--- src/rtl/sa_feeder_pkg.sv ---
// Purpose: shared constants and types for the systolic-array edge feeder.
// Latency: n/a (package only).
// Backpressure: n/a (package only).
package sa_feeder_pkg;

    // Default A/B element width and array dimension (2x2 PEs)
    localparam int DW_DEF = 4;
    localparam int N      = 2;

    // Cycles from A accept edge to bottom-PE result valid, per column
    localparam int C0_LAT = 3;
    localparam int C1_LAT = 4;

    // In-flight tracker must cover the longest column latency
    localparam int INFL_W = C1_LAT;

    // Weight loader: row 1 word arrives first, then row 0 completes the set
    typedef enum logic {
        W_ROW1 = 1'b0,
        W_ROW0 = 1'b1
    } wstate_t;

endpackage

--- src/rtl/sa_skew_line.sv ---
// Purpose: per-row A skew registers (row1 one cycle behind row0) plus in-flight valid shift.
// Latency: row0 lane 1 cycle, row1 lane 2 cycles; in-flight bit k set k+1 cycles after accept.
// Backpressure: none; accepts whenever i_accept is high, non-accepted cycles inject zero bubbles.
module sa_skew_line
    import sa_feeder_pkg::*;
#(
    parameter int DW = DW_DEF
) (
    input  logic              clk,
    input  logic              rst_n,
    input  logic              i_accept,
    input  logic [N*DW-1:0]   i_a_data,
    output logic [N*DW-1:0]   o_a_left,
    output logic [INFL_W-1:0] o_inflight
);

    logic [DW-1:0]     r_row0;
    logic [DW-1:0]     r_row1_dly;
    logic [DW-1:0]     r_row1;
    logic [INFL_W-1:0] r_inflight;

    // Skew the A lanes and track which cycles carry a real vector; bubbles are zero
    always_ff @(posedge clk or negedge rst_n) begin
        if (!rst_n) begin
            r_row0     <= '0;
            r_row1_dly <= '0;
            r_row1     <= '0;
            r_inflight <= '0;
        end else begin
            r_row0     <= i_accept ? i_a_data[DW-1:0] : '0;
            r_row1_dly <= i_accept ? i_a_data[N*DW-1:DW] : '0;
            r_row1     <= r_row1_dly;
            r_inflight <= {r_inflight[INFL_W-2:0], i_accept};
        end
    end

    assign o_a_left   = {r_row1, r_row0};
    assign o_inflight = r_inflight;

endmodule

--- src/rtl/sa_feeder.sv ---
// Purpose: feeds a 2x2 weight-stationary systolic array: double-buffered weight load, skewed A, result valids.
// Latency: A accept -> a_left row0 +1, row1 +2; c_valid col0 +3, col1 +4; swap 1 cycle after drain.
// Backpressure: w_ready drops while a full weight set awaits swap; a_ready low until active set and while pending.
module sa_feeder
    import sa_feeder_pkg::*;
#(
    parameter int DW = DW_DEF
) (
    input  logic            clk,
    input  logic            rst_n,
    input  logic            w_valid,
    output logic            w_ready,
    input  logic [N*DW-1:0] w_data,
    input  logic            a_valid,
    output logic            a_ready,
    input  logic [N*DW-1:0] a_data,
    output logic [N*DW-1:0] b_top,
    output logic [N*DW-1:0] a_left,
    output logic            load_w,
    output logic            sel_w_load,
    output logic            sel_w_active,
    output logic            compute_en,
    output logic            clear_psum,
    output logic [N-1:0]    c_valid
);

    wstate_t           r_state;
    wstate_t           w_nstate;
    logic [N*DW-1:0]   r_b_top;
    logic              r_load_w;
    logic              r_sel_active;
    logic              r_sel_load;
    logic              r_pending;
    logic              r_active_valid;
    logic              r_clear_psum;

    logic              w_w_hs;
    logic              w_set_done;
    logic              w_a_accept;
    logic              w_swap;
    logic [INFL_W-1:0] w_inflight;

    // Weight loader state register
    always_ff @(posedge clk or negedge rst_n) begin
        if (!rst_n) r_state <= W_ROW1;
        else        r_state <= w_nstate;
    end

    // Weight loader next state and w_ready; a new set may only start once the previous one is swapped in
    always_comb begin
        w_nstate = r_state;
        w_ready  = 1'b0;
        case (r_state)
            W_ROW1: begin
                w_ready = !r_pending;
                if (w_valid && !r_pending) w_nstate = W_ROW0;
            end
            W_ROW0: begin
                w_ready = 1'b1;
                if (w_valid) w_nstate = W_ROW1;
            end
            default: w_nstate = W_ROW1;
        endcase
    end

    assign w_w_hs     = w_valid && w_ready;
    assign w_set_done = w_w_hs && (r_state == W_ROW0);

    // No vector may straddle a bank swap, so accepts stop as soon as a new set is pending
    assign a_ready    = r_active_valid && !r_pending;
    assign w_a_accept = a_valid && a_ready;

    // Swap only once every in-flight vector has left the array
    assign w_swap = r_pending && (w_inflight == '0) && !w_a_accept;

    // Weight datapath, bank select and swap bookkeeping
    always_ff @(posedge clk or negedge rst_n) begin
        if (!rst_n) begin
            r_b_top        <= '0;
            r_load_w       <= 1'b0;
            r_sel_active   <= 1'b0;
            r_sel_load     <= 1'b1;
            r_pending      <= 1'b0;
            r_active_valid <= 1'b0;
            r_clear_psum   <= 1'b0;
        end else begin
            if (w_w_hs) r_b_top <= w_data;
            r_load_w     <= w_set_done;
            r_clear_psum <= w_swap;
            if (w_set_done) begin
                r_pending <= 1'b1;
            end else if (w_swap) begin
                r_pending      <= 1'b0;
                r_sel_active   <= !r_sel_active;
                r_sel_load     <= r_sel_active;
                r_active_valid <= 1'b1;
            end
        end
    end

    sa_skew_line #(
        .DW (DW)
    ) u_skew (
        .clk        (clk),
        .rst_n      (rst_n),
        .i_accept   (w_a_accept),
        .i_a_data   (a_data),
        .o_a_left   (a_left),
        .o_inflight (w_inflight)
    );

    assign b_top        = r_b_top;
    assign load_w       = r_load_w;
    assign sel_w_active = r_sel_active;
    assign sel_w_load   = r_sel_load;
    assign clear_psum   = r_clear_psum;
    assign compute_en   = r_active_valid;
    assign c_valid      = {w_inflight[C1_LAT-1], w_inflight[C0_LAT-1]};

endmodule

--- config.mk ---
export PLATFORM = sky130hd
export DESIGN_NAME = sa_feeder
export DESIGN_NICKNAME = d
export VERILOG_FILES = /design/src/rtl/sa_feeder_pkg.sv /design/src/rtl/sa_skew_line.sv /design/src/rtl/sa_feeder.sv
export SDC_FILE = /design/constraint.sdc
export NUM_CORES = 1
export LEC_CHECK = 0
export ABC_AREA = 0
export BUFFER_PORTS_ARGS = -buffer_cell sky130_fd_sc_hd__buf_2
export CAP_MARGIN = 20
export CORE_ASPECT_RATIO = 1.75
export CORE_MARGIN = 5
export CORE_UTILIZATION = 40
export DETAILED_ROUTE_END_ITERATION = 6
export PLACE_DENSITY = 0.72
export SLEW_MARGIN = 10
export SYNTH_ARGS = -nofsm -noshare
export SYNTH_HDL_FRONTEND = slang
export SYNTH_SLANG_ARGS = --single-unit
--- constraint.sdc ---
create_clock -name clk -period 1.7 [get_ports clk]
set_input_delay 0.17 -clock clk [delete_from_list [all_inputs] [get_ports clk]]
set_output_delay 0.17 -clock clk [all_outputs]
set_load 0.05 [all_outputs]
# After elaboration in Yosys (flattened, before gate mapping)
# Index checks and enable logic that the tools add are counted.
dict set report word_totals {
  elab_cells 35
  out_inout_bits 25
  inputBits 20
  register_bits 31
}
dict set report op_classes {
  reduce_logical 13
  bitwise 2
  mux 8
}
# op count
set ops {}
lappend ops {{$mux 4} 2}
lappend ops {{$logic_and 1x1->1} 7}
lappend ops {{$logic_not 4->1} 1}
lappend ops {{$mux 1} 4}
lappend ops {{$pmux 1 s2} 2}
lappend ops {{$logic_not 1->1} 3}
lappend ops {{$not 1->1} 2}
lappend ops {{$reduce_and 2->1} 1}
lappend ops {{$reduce_bool 2->1} 1}

# Logic depth before layout (Yosys ltp)
# Gate-level depths: netlist of run 1.
dict set report depth {
  word_depth 7
  depth_mapped 3
  ltp_nobuf 3
}

# Modules after synthesis
# Synthesis of run 1 repeated with hierarchy kept, for this count alone.
dict set report unflattened {
  hier_cells 63
  hier_area_um2 1042.2
}
# module seq_area_each_um2 area_per_inst_um2 instances cells_per_inst
set by_module_without_submodules {}
lappend by_module_without_submodules {sa_feeder 376.6 591.8 1 39}
lappend by_module_without_submodules {sa_skew_line 400.4 450.4 1 24}

# Least setup slack after synthesis of run 1
# No wires, ideal clock.
dict set report synth_timing {
  kind {register -> register}
  start {register r_active_valid, in the netlist compute_en}
  end {register u_skew.r_row0[0]}
  arrival_time_ns 1.601
  setup_slack_ns 0.030
  required_ns 1.631
  setup_time_ns 0.069
  path_stages_with_launch 4
  n_path_buf 1
  period_less_slack_ns 1.670
  path_cell_list {dfrtp_1 -> nor2b_1 -> clkbuf_1 -> and3_1}
}
dict set report synth_via {
  elab_chain_len 3
}
# item line
set synth_rtl {}
lappend synth_rtl {{start, declared} sa_feeder.sv:34} ;# logic r_active_valid;
lappend synth_rtl {{start signal, assigned} sa_feeder.sv:84} ;# r_active_valid <= 1'b0;
lappend synth_rtl {{start signal, assigned} sa_feeder.sv:96} ;# r_active_valid <= 1'b1;
lappend synth_rtl {{$logic_and 1x1->1} sa_feeder.sv:70} ;# assign a_ready = r_active_valid && !r_pending;
lappend synth_rtl {{via a_ready} sa_feeder.sv:15} ;# output logic a_ready,
lappend synth_rtl {{$logic_and 1x1->1} sa_feeder.sv:71} ;# assign w_a_accept = a_valid && a_ready;
lappend synth_rtl {{$mux 4} sa_skew_line.sv:30} ;# r_row0 <= i_accept ? i_a_data[DW-1:0] : '0;
lappend synth_rtl {{end signal, assigned} sa_skew_line.sv:30}
lappend synth_rtl {{end, declared} sa_skew_line.sv:17} ;# logic [DW-1:0] r_row0;
# The timed path passes the listed nets, and every way through them passes these cells.
# A chain may end at the register's enable or synchronous reset.

# Worst setup path in the final report of run 1
dict set report layout_timing {
  start {register r_pending}
  end {output a_ready}
}
dict set report layout_via {
  elab_chain_len 2
}
# item line
set layout_rtl {}
lappend layout_rtl {{start, declared} sa_feeder.sv:33} ;# logic r_pending;
lappend layout_rtl {{start signal, assigned} sa_feeder.sv:83} ;# r_pending <= 1'b0;
lappend layout_rtl {{start signal, assigned} sa_feeder.sv:91} ;# r_pending <= 1'b1;
lappend layout_rtl {{start signal, assigned} sa_feeder.sv:93} ;# r_pending <= 1'b0;
lappend layout_rtl {{$logic_not 1->1} sa_feeder.sv:70}
lappend layout_rtl {{$logic_and 1x1->1} sa_feeder.sv:70}
lappend layout_rtl {{end, declared} sa_feeder.sv:15}
# No other way between the ends.

==> metrics.yaml, run 1 <==
drc: 0
synth_compound_area_frac: 0.004717
grtUsageMet1: 0.1088
layout.nets: 136
top_usage_layer: "met2"
syn_avg_cell_area_um2: 16.08
setup_viol: 0
netlist_instances: 66
drtAntennaViolNets: 0
tightest_slew_ns: 0.6456
met2_usage: 0.1662
cts.htree.levels: 2
insertion_delay_ns: 0.27
relSlewSlack: 0.5696
wl_mm: 1.804
post-route-period-util: 0.8045
outcome: "finished, final reports clean"
vias_per_cell: 4.601
synth_nets: 86
antenna_cells: 0
synth_adder_area_share: 0
grt_max_degree: 32
cpLargestDelayFamily: "flip-flops"
vias: 658
start_util: 0.4206
grt_usage: 0.1097
crit_arrival_ns: 1.20
synth.top_cell.area_share: 0.7075
path_cells: "nor2b_1, buf_2"
p_clk_frac: 0.181
core_area_um2: 2522
swShare: 0.4468
clock-root-buffer: "clkbuf_8"
post_drt_wl_per_cell_um: 12.62
synthSimpleGateAreaFrac: 0.1203
peakVddDrop_mv: 1.058
p_switching_w: 0.001303
yosys_warnings: 0
fmax_ghz: 0.7312
dieArea_um2: 3823
setup_tns_ns: 0
period_minus_slack_ns: 1.368
cts_buffers: 5
maxCapViolations: 0
rsz0062_at_grt: "no"
cp-end-kind: "primary output"
gp_congestion: 0.6112
post-route-util: 0.5526
grt.overflow.total: 0
cp.required_ns: 1.53
num_rows: 24
synth_cell_types: 19
combinationalPowerShare: 0.443
power_density_nw_per_um2: 2091
area_growth_pct: 31.37
p_int_w: 0.001613
seq_power_share: 0.376
numClockSinks: 31
drt-initial-drc-count: 11
crit_fanout: 6
synthTopCellsByArea: "dfrtp_1, mux2_2, and3_1, dfstp_2, nor4_4"
dp.final_hpwl_mm: 1.400
io_pins: 45
drt_first_pass_iters: 3
port_buffers: 44
ys_seq_elements: 31
layout_commonest_cell: "buf_2"
syn_area_um2: 1061
final_cell_mix: "buf_2, dfrtp_1, mux2_2"
worst_path_largest_cell_delay_ns: 0.44
die_h_um: 78.13
clk_pin_slew_ns: 0.06
drv_slew: 0
crit_type: "reg2out"
cp_slowest_cell: "dfrtp_1"
grt_pass1_vias: 708
synthXorXnorAreaFrac: 0.008255
skew_ns: 0.003956
muxShareOfSynthArea: 0.1097
min_path_type: "in2reg"
path_buf_inv: 1
ys_seq_area_frac: 0.7323
final_hold_viol_count: 0
worstSetupStartpointType: "flip-flop"
grt_pass1_wl_mm: 3.146
yosys.area.top_type: "dfrtp_1"
cts_tree: "yes"
die_x_um: 48.93
p_leak_nw: 0.7552
layout-drive-gt1-share: 0.5556
clock_path_buffers: 2
synth_top_family_by_area: "simple AND/OR/NAND/NOR gates"
antenna_found_initial: 0
grt_use_met3: 0.05871
per-layer routing:
metal  wire length, µm  vias up
met4                76        0
met2               806       44
met1               674      290
met5                 0        -
met3               246        6
li1                  -      318
per-stage QoR:
stage          setup slack [ns]  std cells  total power (W)  hold WS [ns]  instance area, µm²
2_1_floorplan           0.02983         66         0.002123       -0.1256                1061
3_3_place_gp             0.4512        134         0.002395        0.2173                1303
3_5_place_dp             0.4255        134         0.002421        0.2371                1303
4_1_cts                  0.2849        143         0.002964        0.1108                1394
5_1_grt                  0.2643        143         0.003057        0.1154                1394
6_report                 0.3324        143         0.002915        0.1232                1394
flip-flops by register name, indices dropped and copies added, names as in the netlist, 4 cells and up:
name               cells
u_skew.r_row0          4
u_skew.o_inflight      4
b_top                  8
u_skew.r_row1_dly      4
u_skew.r_row1          4
worst paths after layout:
| kind | from | slack [ns] | cells past startpoint | end |
|---|---|---|---|---|
| max | r_pending$_DFFE_PN0P_ | 0.33 | 2 | a_ready |
| min | w_data[7] | 0.12 | 2 | b_top[7]$_DFFE_PN0P_ |
| max reg2reg | u_skew.o_inflight[1]$_DFF_PN0_ | 0.43 | 3 | sel_w_load$_DFFE_PN1P_ |
| min reg2reg | u_skew.r_row1_dly[1]$_DFF_PN0_ | 0.35 | 0 | u_skew.r_row1[1]$_DFF_PN0_ |
| max in group asynchronous | rst_n | 0.83 | 2 | u_skew.r_row0[0]$_DFF_PN0_ |
| min in group asynchronous | rst_n | 0.45 | 2 | r_state$_DFF_PN0_ |
logic make-up after synthesis:
group | after synthesis
flip-flops | 31
AND/OR/NAND/NOR | 18
multiplexers | 10
buffers and inverters | 5
AO/OA/AOI/OAI | 1
XOR/XNOR | 1
cells in the mapped netlist (all sizes together):
library cell and n:
clkbuf 1, nand2b 1, xnor2 1, buf 2
nor2 1, dfrtp 30, mux2 10, nand3 1
and3 8, nor2b 1, or2b 1, and2 2
dfstp 1, nor4 1, nand2 2, o21ai 1
inv 2
power groups by stage:
stage               sequential, W  clock [W]  combinational (W)
floorplan                 0.00167          0           0.000451
global placement          0.00110          0            0.00129
detailed placement        0.00111          0            0.00131
CTS                       0.00110   0.000551            0.00131
global route              0.00113   0.000575            0.00135
finish                    0.00110   0.000527            0.00129
timing repair:
item / 4_1_cts / 5_1_grt
hold buffers: 1 / 0
endpoints found under the hold margin: 30 / 0
gates resized for setup: 0 / 0
setup buffers: 0 / 0
cell type report:
type	count	area [µm²]
multi-input combinational	30	257.7
fill	225	1129
timing repair buffer	46	237.7
sequential	31	777.0
clock inverter	1	5.005
inverter	2	7.507
clock buffer	7	76.32
tap	26	32.53
(Power assumes the default switching activity.)
==> run 2: changes to the inputs <==
- PLACE_DENSITY: 0.72 -> 0.75
- clock period: 1.7 -> 1.1 ns (I/O delays scaled with it)
==> run 2 against run 1 <==
  * Die area stayed put
  * First-iteration DRC count is 18% lower
  * The flow now finishes with violations (negative setup slack)
  * Sequential share of layout area is 5.2 points lower
  * Non-clock buffer count is 8 higher
  * Sequential power is 55% higher
  * Largest cell class unchanged
  * Register-to-register slack worse by 0.58 ns
  * Critical endpoint is now sel_w_load$_DFFE_PN1P_
  * Clock-buffer cell count stayed put
  * Core utilization is 5.8 points higher
  * Highest routed layer unchanged
==> metrics.yaml, run 2 (synthesis gave the netlist of run 1 again) <==
num_rows: 24  # unchanged
cts.htree.levels: 2  # unchanged
clock_path_buffers: 2  # unchanged
cp-end-kind: "flip-flop"
drv_slew: 0  # unchanged
dp_cells: 138  # +3.0%
grt_usage: 0.1204  # +0.01076
grt_pass1_wl_mm: 3.484  # +11%
p_leak_nw: 0.8334  # +10%
peakVddDrop_mv: 1.526  # +44%
place_ws_ns: -0.1749  # -0.6004 ns
layout_commonest_cell: "buf_2"
antenna_cells: 0  # unchanged
rsz0062_at_grt: "yes"
drc: 0  # unchanged
r2r_slack_ns: -0.15  # -0.58 ns
post_drt_wl_per_cell_um: 13.62  # +8.0%
antenna_found_initial: 0  # unchanged
die_x_um: 48.93  # unchanged
insertion_delay_ns: 0.28  # about the same
fmax_ghz: 0.7971
min-delay-start: "a_data[5]"
area_growth_pct: 45.17
cts_buffers: 5  # unchanged
layout-drive-gt1-share: 0.6240  # +0.06844
layout.nets: 144  # +5.9%
setup_viol: 14  # +14
cp.required_ns: 1.31  # -0.22 ns
drt_first_pass_iters: 2  # -1
holdPathStages: 2  # unchanged
vias: 711  # +8.1%
largest_reg_flops: 8  # unchanged
core_area_um2: 2522  # unchanged
post-route-period-util: 1.141
crit_type: "reg2reg"
startpoint: "u_skew.o_inflight[2]$_DFF_PN0_"
setup_ws_ns: -0.1546  # -0.4870 ns
die_h_um: 78.13  # unchanged
numClockSinks: 31  # unchanged
grt_pass1_vias: 761  # +7.5%
tightest_slew_ns: 0.5570  # -0.08858 ns
start_util: 0.4206  # unchanged
setup_tns_ns: -0.6375  # -0.6375 ns
maxCapViolations: 0  # unchanged
drt-initial-drc-count: 9  # -2
period_minus_slack_ns: 1.255
power_w: 0.005032  # +73%
skew_ns: 0.005110  # +0.001154 ns
crit_fanout: 3  # -3
outcome: "finished, violations left"
drtAntennaViolNets: 0  # unchanged
instances_no_fill: 151  # +5.6%
final_hold_viol_count: 0  # unchanged
crit_arrival_ns: 1.46  # +0.26 ns
failed_checks: "negative setup slack"
worstSetupStartpointType: "flip-flop"
wl_mm: 2.057  # +14%
final_cell_mix: "buf_2, dfrtp_1, and3_1"
clock-root-buffer: "clkbuf_8"
dp.final_hpwl_mm: 1.504  # +7.5%
grt_max_degree: 27  # -16%
min_path_type: "in2reg"
io_pins: 45  # unchanged
vias_per_cell: 4.709  # +2.3%
clk_pin_slew_ns: 0.06  # about the same
relSlewSlack: 0.6287  # +0.05905
port_buffers: 44  # unchanged
reg2reg_depth: 3  # unchanged
fillers: 206  # -8.4%
cts_tree: "yes"
power_density_nw_per_um2: 3267  # +56%
r2r_start: "u_skew.o_inflight[2]$_DFF_PN0_"
post-route-util: 0.6106  # +0.05804
gp_congestion: 0.6405  # +4.8%
grt.overflow.total: 0  # unchanged
dieArea_um2: 3823  # unchanged
-- run 2: cell count changes in the layout (fill, tap and decap cells not counted), moves of 2 or more --
cell | previous run | this run
buf_4 | 1 | 7
mux2_4 | 1 | 3
buf_2 | 44 | 40
mux2_2 | 9 | 7
buf_6 | 0 | 4
buf_8 | 0 | 2
-- run 2: what timing repair did --
item / in CTS / in global routing
setup buffers: 1 / 3
endpoints found under the setup margin: 15 / 15
pin swaps: 1 / 2
endpoints found under the hold margin: 24 / 0
gates cloned: 0 / 0
resized for setup: 10 / 6
hold buffers: 1 / 0
-- run 2: critical path: stages, from the launching register on --
cell and delay [ns]:
dfrtp_1 0.41, nor4_4 0.32, nand3_2 0.14, mux2_4 0.32
-- run 2: worst paths after layout --
kind / endpoint
hold reg to reg: u_skew.r_row1[0]$_DFF_PN0_
max in group asynchronous: u_skew.r_row0[2]$_DFF_PN0_
setup reg to reg: sel_w_load$_DFFE_PN1P_
setup / recovery: sel_w_load$_DFFE_PN1P_
hold / removal: u_skew.r_row1_dly[1]$_DFF_PN0_
min in group asynchronous: clear_psum$_DFF_PN0_
-- run 2: cell type report --
type | instances | area [µm²] | share of cell area
Multi-Input combinational cell | 30 | 292.8 | 0.1901
Timing Repair Buffer | 54 | 337.8 | 0.2193
Sequential cell | 31 | 778.2 | 0.5053
Tap cell | 26 | 32.53 | 0.02112
Clock inverter | 1 | 5.005 | 0.003249
Inverter | 2 | 7.507 | 0.004874
Clock buffer | 7 | 86.33 | 0.05605
-- run 2: stage by stage --
stage / hold WS, ns / area (µm²)
CTS: 0.04921 / 1499
floorplan: -0.1856 / 1092
finish: 0.05838 / 1540
detailed placement: 0.1325 / 1354
global placement: 0.1084 / 1354
global route: 0.04608 / 1540
-- run 2: layer usage --
| layer | track usage | up-vias | routed length, µm |
|---|---|---|---|
| li1 | - | 332 | - |
| met1 | 0.1253 | 329 | 768 |
| met2 | 0.1898 | 46 | 1008 |
| met3 | 0.05682 | 4 | 229 |
| met4 | 0.08086 | 0 | 51 |
| met5 | 0 | - | 0 |
-- run 2: power breakdown --
part / total, W / internal, W / switching (W) / leakage, nW
combinational: 0.00245 / 0.000864 / 0.00159 / 0.399
sequential: 0.00170 / 0.00150 / 0.000204 / 0.387
clock: 0.000877 / 0.000503 / 0.000374 / 0.0482
